### src/rtl/mem_wb_stage.sv
// rtl/mem_wb_stage.sv - memory/writeback stage: M/W pipeline registers, data-memory req/ack handshake with timeout
module mem_wb_stage #(
    parameter int TIMEOUT = 255
) (
    input  logic        clk,
    input  logic        reset,
    input  logic        flushM,
    input  logic        PCSrcE,
    input  logic        RegWriteE,
    input  logic        MemtoRegE,
    input  logic        MemWriteE,
    input  logic [31:0] ALUResultE,
    input  logic [31:0] WriteDataE,
    input  logic [3:0]  WriteAddrE,
    output logic        stallM,
    output logic        PCSrcM,
    output logic        RegWriteM,
    output logic [31:0] ALUResultM,
    output logic [3:0]  WriteAddrM,
    output logic        dmem_req,
    output logic        dmem_we,
    output logic [31:0] dmem_addr,
    output logic [31:0] dmem_wdata,
    input  logic        dmem_ack,
    input  logic [31:0] dmem_rdata,
    output logic        dmem_err,
    output logic        PCSrcW,
    output logic        RegWriteW,
    output logic        MemtoRegW,
    output logic [3:0]  WriteAddrW,
    output logic [31:0] ResultW
);
    localparam logic [7:0]  TIMEOUT_CNT  = 8'(TIMEOUT);
    localparam logic [31:0] TIMEOUT_DATA = 32'hDEAD_BEEF;

    typedef enum logic {S_IDLE, S_WAIT} state_t;

    state_t      r_state, w_state_nxt;
    logic [7:0]  r_cnt, w_cnt_nxt;

    logic        r_pcsrc_m, r_regwrite_m, r_memtoreg_m, r_memwrite_m;
    logic [31:0] r_alu_m, r_wdata_m;
    logic [3:0]  r_waddr_m;

    logic        r_pcsrc_w, r_regwrite_w, r_memtoreg_w;
    logic [3:0]  r_waddr_w;
    logic [31:0] r_aluout_w, r_rdata_w;
    logic        r_err;

    logic        w_memop, w_complete, w_timeout, w_stall, w_load_done;
    logic [31:0] w_load_data;

    assign w_memop = r_memtoreg_m | r_memwrite_m;

    // r_cnt counts request cycles already spent without an ack
    always_comb begin
        w_state_nxt = r_state;
        w_cnt_nxt   = r_cnt;
        w_complete  = 1'b0;
        w_timeout   = 1'b0;
        case (r_state)
            S_IDLE: begin
                if (w_memop) begin
                    if (dmem_ack) begin
                        w_complete = 1'b1;
                    end else begin
                        w_state_nxt = S_WAIT;
                        w_cnt_nxt   = 8'd1;
                    end
                end
            end
            S_WAIT: begin
                if (dmem_ack) begin
                    w_complete  = 1'b1;
                    w_state_nxt = S_IDLE;
                    w_cnt_nxt   = 8'd0;
                end else if (r_cnt == TIMEOUT_CNT) begin
                    w_complete  = 1'b1;
                    w_timeout   = 1'b1;
                    w_state_nxt = S_IDLE;
                    w_cnt_nxt   = 8'd0;
                end else begin
                    w_cnt_nxt = r_cnt + 8'd1;
                end
            end
            default: begin
                w_state_nxt = S_IDLE;
                w_cnt_nxt   = 8'd0;
            end
        endcase
    end

    assign w_stall     = w_memop & ~w_complete;
    assign w_load_done = w_complete & r_memtoreg_m & ~r_memwrite_m;
    assign w_load_data = w_timeout ? TIMEOUT_DATA : dmem_rdata;

    always_ff @(posedge clk or negedge reset) begin
        if (!reset) begin
            r_state <= S_IDLE;
            r_cnt   <= 8'd0;
            r_err   <= 1'b0;
        end else begin
            r_state <= w_state_nxt;
            r_cnt   <= w_cnt_nxt;
            if (w_timeout) begin
                r_err <= 1'b1;
            end
        end
    end

    // Flush only clears controls; the data fields are ignored behind a bubble
    always_ff @(posedge clk or negedge reset) begin
        if (!reset) begin
            r_pcsrc_m    <= 1'b0;
            r_regwrite_m <= 1'b0;
            r_memtoreg_m <= 1'b0;
            r_memwrite_m <= 1'b0;
            r_alu_m      <= 32'd0;
            r_wdata_m    <= 32'd0;
            r_waddr_m    <= 4'd0;
        end else if (!w_stall) begin
            r_pcsrc_m    <= PCSrcE    & ~flushM;
            r_regwrite_m <= RegWriteE & ~flushM;
            r_memtoreg_m <= MemtoRegE & ~flushM;
            r_memwrite_m <= MemWriteE & ~flushM;
            r_alu_m      <= ALUResultE;
            r_wdata_m    <= WriteDataE;
            r_waddr_m    <= WriteAddrE;
        end
    end

    always_ff @(posedge clk or negedge reset) begin
        if (!reset) begin
            r_pcsrc_w    <= 1'b0;
            r_regwrite_w <= 1'b0;
            r_memtoreg_w <= 1'b0;
            r_waddr_w    <= 4'd0;
            r_aluout_w   <= 32'd0;
            r_rdata_w    <= 32'd0;
        end else begin
            if (w_stall) begin
                r_pcsrc_w    <= 1'b0;
                r_regwrite_w <= 1'b0;
                r_memtoreg_w <= 1'b0;
            end else begin
                r_pcsrc_w    <= r_pcsrc_m;
                r_regwrite_w <= r_regwrite_m & ~r_memwrite_m;
                r_memtoreg_w <= r_memtoreg_m & ~r_memwrite_m;
            end
            r_waddr_w  <= r_waddr_m;
            r_aluout_w <= r_alu_m;
            if (w_load_done) begin
                r_rdata_w <= w_load_data;
            end
        end
    end

    assign stallM     = w_stall;
    assign PCSrcM     = r_pcsrc_m;
    assign RegWriteM  = r_regwrite_m;
    assign ALUResultM = r_alu_m;
    assign WriteAddrM = r_waddr_m;
    assign dmem_req   = w_memop | (r_state == S_WAIT);
    assign dmem_we    = r_memwrite_m;
    assign dmem_addr  = r_alu_m;
    assign dmem_wdata = r_wdata_m;
    assign dmem_err   = r_err;
    assign PCSrcW     = r_pcsrc_w;
    assign RegWriteW  = r_regwrite_w;
    assign MemtoRegW  = r_memtoreg_w;
    assign WriteAddrW = r_waddr_w;
    assign ResultW    = r_memtoreg_w ? r_rdata_w : r_aluout_w;

endmodule

### config.mk
export PLATFORM = sky130hd
export DESIGN_NAME = mem_wb_stage
export DESIGN_NICKNAME = d
export VERILOG_FILES = /design/src/rtl/mem_wb_stage.sv
export SDC_FILE = /design/constraint.sdc
export NUM_CORES = 1
export LEC_CHECK = 0
export ABC_CLOCK_PERIOD_IN_PS = 2400
export BUFFER_PORTS_ARGS = -buffer_cell sky130_fd_sc_hd__buf_2
export CAP_MARGIN = 10
export CORE_MARGIN = 5
export CORE_UTILIZATION = 45
export CTS_CLUSTER_SIZE = 16
export DETAILED_ROUTE_END_ITERATION = 6
export HOLD_SLACK_MARGIN = 0.02
export PLACE_DENSITY_LB_ADDON = 0.08
export RECOVER_POWER = 50
export REMOVE_ABC_BUFFERS = 1
export SLEW_MARGIN = 20
export SYNTH_ARGS = -nofsm -noshare
export SYNTH_HDL_FRONTEND = slang
export SYNTH_SLANG_ARGS = --single-unit
### constraint.sdc
create_clock -name clk -period 2.4 [get_ports clk]
set_input_delay 0.12 -clock clk [delete_from_list [all_inputs] [get_ports clk]]
set_output_delay 0.12 -clock clk [all_outputs]
set_load 0.01 [all_outputs]
==> impl_metrics.yaml, run 1 <==
outcome:
  outcome: "finished, final reports clean"
timing:
  min_period_over_period_pct: 95.16
  hold_violations: 0
  report.final.slew_viol_count: 0
  fmax_ghz: 0.4379
  clock_skew_ns: 0.007362
  min_period_ns: 2.284
  timing.hold.ws_ns: 0.05176
  setup_violations: 0
  worst_pin_slew_ns: 1.482
  maxSlewHeadroom_pct: 1.167
  rsz0062_at_grt: "false"
clock_network:
  cts_resized: 0
  cts_buffer_depth: 2
  h-tree-depth: 4
  clk_pin_slew_ns: 0.06
  insertion_delay_ns: 0.41
  cts_root_buf: "clkbuf_16"
  cts_buffers: 17
  tritoncts: "yes"
  clock-sinks: 153
hold_path:
  hold_end: "PCSrcM"
  hold_start: "flushM"
  hp-class: "in2reg"
  min_path_cells: 4
final_layout:
  drive_above_1_share_pct: 37.99
  n_antenna_cell: 0
  fin_area_mm2: 0.008956
  stdcell_count: 925
  nets: 842
  syn_to_final_growth_pct: 44.26
worst_setup_path:
  crit_family: "buffers and inverters"
  critPathSlowestCell: "dfrtp_1"
  cpPeakStageDelay_ns: 0.41
  cp_max_fo: 32
  worst-path-buf-inv: 2
  worst-setup-path-type: "reg2out"
  crit_path_start_kind: "flop"
  r2r_end: "dmem_wdata[9]"
  r2r_cells: 5
  critical_path.endpoint_type: "output pin"
  crit_chain: "ha_1 -> and3_4 -> a311oi_4 -> buf_12 -> buf_2"
  r2r-start: "r_cnt[0]"
  r2r_setup_slack_ns: 0.31
  arrival_ns: 2.16
  crit_required_ns: 2.28
logic_synthesis:
  syn_inst: 400
  ys_warn_count: 0
  async_flop_share_pct: 100.0
  synth_seq_area_share_pct: 61.67
  yosys-top-cells-area: "dfrtp_1, mux2_2, mux2_4"
  synth-main-ff-cell: "dfrtp_1"
  synth_top_area_share_pct: 61.67
  synth.distinct_cells: 38
  avgSynthCellArea_um2: 15.52
  ys_ff_latch: 153
  syn_area_mm2: 0.006208
  synthTopCellsByCount: "dfrtp_1, mux2_2, mux2_4"
  synth_edf_count: 0
  netlist.top_cell.by_area: "dfrtp_1"
  synth.most_common_cell: "dfrtp_1"
routing:
  vias: 4400
  firstDrtPassIters: 4
  drc_errors: 0
  wl_per_cell_um: 16.87
  drtAntennaViolNets: 0
  viasPerCell: 4.757
  wl_um: 15600
  drt-initial-drc-count: 136
grt:
  grt_pass1_wl_um: 25080
  grtUsageTotal_pct: 19.66
  grt_pass1_vias: 4823
  grt_max_degree: 73
  antenna_found_initial: 0
  grt-ovfl-total: 0
die:
  dieArea_mm2: 0.01625
  ioPinCount: 253
  fp.dieW_um: 127.5
  die_h_um: 127.5
  start_util_pct: 45.25
  rows: 43
  core_mm2: 0.01372
power_and_ir_drop:
  p_sw_share_pct: 24.89
  internal_power_w: 0.005591
  power.density_mw_per_mm2: 831.1
  p_seq_share_pct: 43.1
  power_w: 0.007444
  p_leak_nw: 4.079
  p_switching_w: 0.001852
  combPwrFrac_pct: 18.5
  ir_worst_vdd_uv: 473.6
  clkPwrFrac_pct: 38.4
placed_design:
  dpl_cell_area_mm2: 0.007410
  dp.cells: 789
  portBuffers: 252
  hpwl_um: 10170
  place_congestion: 0.8063
job:
  cap_viol_max_count: 0
-- state kept, by name (all words and copies together), names as in the netlist --
register	count
r_memtoreg_m	1
dmem_wdata	32
r_aluout_w	32
r_state	1
RegWriteM	1
PCSrcW	1
MemtoRegW	1
WriteAddrM	4
dmem_err	1
RegWriteW	1
r_rdata_w	32
WriteAddrW	4
dmem_we	1
PCSrcM	1
ALUResultM	32
r_cnt	8
-- cell usage in the layout, fill, tap and decap left out, types with 9 or more instances in the layout --
cell type | synthesis | final
clkbuf_16 | 0 | 17
buf_2 | 2 | 143
o22a_1 | 24 | 24
dlygate4sd3_1 | 0 | 105
nand2_1 | 9 | 9
dfrtp_1 | 153 | 153
o21ai_0 | 10 | 10
clkbuf_1 | 4 | 110
mux2_2 | 57 | 57
a22o_1 | 9 | 9
mux2_4 | 40 | 40
-- worst min-delay path: cells and delay by family --
kind,cells,cell delay (ns)
AOI/OAI and AO/OA,1,0.06
buffers and inverters,2,0.16
and+or+nand+nor,1,0.07
-- cell families (layout without fill, tap and decap cells) --
kind of cell / Yosys count / count (layout) / share of synthesized area, %
flops: 153 / 153 / 61.67
mux: 100 / 100 / 20.56
compound gates: 55 / 55 / 7.295
buf+inv: 54 / 399 / 6.872
simple gates: 35 / 35 / 3.124
xor+xnor: 2 / 2 / 0.2822
fa+ha+maj: 1 / 1 / 0.2015
-- metrics by stage --
stage | TNS, ns | util, % | setup WS [ns]
detailed placement | 0 | 54.01 | 0.3142
floorplan | -240.31 | - | -3.355
CTS | 0 | 66.33 | 0.08349
global placement | 0 | 54.01 | 0.3579
global route | 0 | 65.28 | 0.01064
finish | 0 | 65.28 | 0.1162
-- power groups by stage --
stage          registers, W  logic, W  clock network, W
4_1_cts             0.00320   0.00146           0.00292
5_1_grt             0.00326   0.00150           0.00303
3_5_place_dp        0.00325   0.00131                 0
6_report            0.00321   0.00138           0.00286
3_3_place_gp        0.00322   0.00130                 0
2_1_floorplan       0.00331  0.000657                 0
-- final cells by class --
class / count / area (um2)
Inverter: 3 / 13.76
Fill cell: 1067 / 4763
Tap cell: 180 / 225.2
Timing Repair Buffer: 365 / 2285
Clock buffer: 24 / 501.7
Clock inverter: 7 / 137.6
Multi-Input combinational cell: 193 / 1964
Sequential cell: 153 / 3829
-- how the worst max path moves through the flow --
| stage | from | end | slack (ns) | cells after the start |
|---|---|---|---|---|
| after floorplan | r_cnt[0] | ALUResultM[28] | -3.36 | 4 |
| after global placement | r_cnt[0] | dmem_wdata[14] | 0.36 | 5 |
| after detailed placement | r_cnt[0] | dmem_wdata[9] | 0.31 | 5 |
| after CTS | r_cnt[0] | stallM | 0.08 | 5 |
| after global routing | r_cnt[0] | stallM | 0.01 | 5 |
| final | r_cnt[0] | stallM | 0.12 | 5 |
-- metal layers --
metal  global-route usage (%)  vias up  part of all wire, %
met5                        0        -                    0
met4                    6.120        0                  1.4
met3                    6.731       18                  8.2
met2                    32.98      185                   49
met1                    24.00     2144                   41
li1                         -     2053                    -
-- what timing repair did --
item	in CTS	in global routing
hold buffers	105	0
hold endpoints to repair	161	0
buffers inserted	0	0
(Power assumes the default switching activity.)
==> inputs of run 2 (changes only) <==
--- a/config.mk
+++ b/config.mk
@@ -5,7 +5,7 @@
 export SDC_FILE = /design/constraint.sdc
 export NUM_CORES = 1
 export LEC_CHECK = 0
-export ABC_CLOCK_PERIOD_IN_PS = 2400
+export ABC_CLOCK_PERIOD_IN_PS = 2850
 export BUFFER_PORTS_ARGS = -buffer_cell sky130_fd_sc_hd__buf_2
 export CAP_MARGIN = 10
 export CORE_MARGIN = 5
==> constraint.sdc (replaced) <==
create_clock -name clk -period 2.85 [get_ports clk]
set_input_delay 0.1425 -clock clk [delete_from_list [all_inputs] [get_ports clk]]
set_output_delay 0.1425 -clock clk [all_outputs]
set_load 0.01 [all_outputs]
==> run 2 against run 1 <==
Clock skew rose by 0.0024 ns. Cell count increased by 0.11%. Wire length decreased by 2.4%. Count of clock-buffer cells in the layout shrank 3. Sequential cell count did not move. Sequential share of layout area rose by 0.42 points. Clock power fell by 26%. Via count fell by 0.27%. Sequential power decreased by 16%. Worst hold slack improved by 0.032 ns. Largest power group unchanged. Highest routed layer unchanged.
==> impl_metrics.yaml, run 2 (synthesized netlist as in run 1, its figures left out) <==
timing:
  worst_pin_slew_ns: 0.9512
  setup_violations: 0
  clock_skew_ns: 0.009771
  min_period_ns: 2.265
  setup_slack_ns: 0.5850
  report.final.slew_viol_count: 0
  min_period_over_period_pct: 79.48
  maxSlewHeadroom_pct: 36.43
  fmax_ghz: 0.4415
  rsz0062_at_grt: "false"
  hold_violations: 0
final_layout:
  n_antenna_cell: 0
  final_common_cell: "dfrtp_1"
  fin_area_mm2: 0.008870
  drive_above_1_share_pct: 38.74
  final_cell_mix: "dfrtp_1, buf_2, clkbuf_1, dlygate4sd3_1, mux2_2"
  syn_to_final_growth_pct: 42.87
  fin_util_pct: 64.65
  nets: 842
routing:
  drc_errors: 0
  viasPerCell: 4.739
  firstDrtPassIters: 4
  wl_per_cell_um: 16.44
  vias: 4388
  wl_um: 15230
  drtAntennaViolNets: 0
  drt-initial-drc-count: 133
placed_design:
  dpl_cell_area_mm2: 0.007385
  place_congestion: 0.7835
  portBuffers: 252
  hpwl_um: 10120
  dp_slack_ns: 0.7391
hold_path:
  hp-class: "in2reg"
worst_setup_path:
  arrival_ns: 2.12
  crit_chain: "ha_1 -> and3_4 -> a311oi_4 -> buf_12 -> buf_2"
  worst-setup-path-type: "reg2out"
  crit_required_ns: 2.71
  cpPeakStageDelay_ns: 0.41
  worst-path-buf-inv: 2
  critical_path.endpoint_type: "output pin"
  cp_max_fo: 52
  crit_family: "buffers and inverters"
  critPathSlowestCell: "dfrtp_1"
  crit_path_start_kind: "flop"
clock_network:
  cts_root_buf: "clkbuf_16"
  insertion_delay_ns: 0.41
  cts_buffer_depth: 2
  h-tree-depth: 4
  clock-sinks: 153
  tritoncts: "yes"
  clk_pin_slew_ns: 0.06
  cts_setup_buffers: 0
  cts_buffers: 17
die:
  ioPinCount: 253
  start_util_pct: 45.25
  rows: 43
  core_mm2: 0.01372
  fp.dieW_um: 127.5
  dieArea_mm2: 0.01625
  die_h_um: 127.5
power_and_ir_drop:
  ir_worst_vdd_uv: 353.4
  p_leak_nw: 4.039
  power.density_mw_per_mm2: 672.2
grt:
  grt_max_degree: 89
  antenna_found_initial: 0
  grt_pass1_wl_um: 24670
  grt_pass1_vias: 4830
  grt-ovfl-total: 0
  grtUsageTotal_pct: 19.35
job:
  cap_viol_max_count: 0
outcome:
  outcome: "finished, final reports clean"
## run 2: path summary, 6_finish.rpt
check,depth (start not counted),start,endpoint,slack (ns)
max in group asynchronous,3,reset,ALUResultM[28],1.60
worst max register to register,5,r_cnt[0],ALUResultM[28],0.74
worst min register to register,0,WriteAddrM[1],WriteAddrW[1],0.41
worst min-delay path,4,flushM,RegWriteM,0.08
worst max-delay path,5,r_cnt[0],stallM,0.58
min in group asynchronous,2,reset,ALUResultM[17],0.38
## run 2: worst reg2reg max path: stages (launching register included)
cell and delay (ns):
dfrtp_1 0.41, ha_1 0.25, and3_4 0.19, a311oi_4 0.31, buf_4 0.43, mux2_2 0.40
## run 2: timing repair
item | CTS | global route
gates resized for setup | 0 | 0
hold buffers | 105 | 0
hold endpoints to repair | 187 | 0
## run 2: layer usage
layer / track usage [%] / vias up / share of wire (%)
met5: 0 / - / 0
met4: 6.877 / 0 / 1.5
met3: 5.895 / 18 / 7.9
met2: 32.36 / 174 / 49
met1: 23.82 / 2139 / 41
li1: - / 2057 / -
## run 2: layout make-up
class | instances | area (um2)
multi-input cells | 193 | 1964
well taps | 180 | 225.2
fillers | 1088 | 4850
clock inverters | 11 | 96.34
flip-flops and latches | 153 | 3829
repair buffers | 365 | 2271
clock buffers | 21 | 470.5
inverters | 3 | 13.76
## run 2: power breakdown
part	switching (W)	internal, W
logic	0.000516	0.000633
clock network	0.000844	0.00127
registers	0.000207	0.00250
total	0.00157	0.00440
## run 2: per-stage QoR
| stage | cells | setup TNS (ns) | hold WS, ns | total power (W) |
|---|---|---|---|---|
| 2_1_floorplan | 349 | -207.48 | -0.1531 | 0.003337 |
| 3_3_place_gp | 789 | 0 | 0.2564 | 0.003795 |
| 3_5_place_dp | 789 | 0 | 0.2617 | 0.003826 |
| 4_1_cts | 926 | 0 | 0.06613 | 0.006085 |
| 5_1_grt | 926 | 0 | 0.07994 | 0.006262 |
| 6_report | 926 | 0 | 0.08376 | 0.005962 |
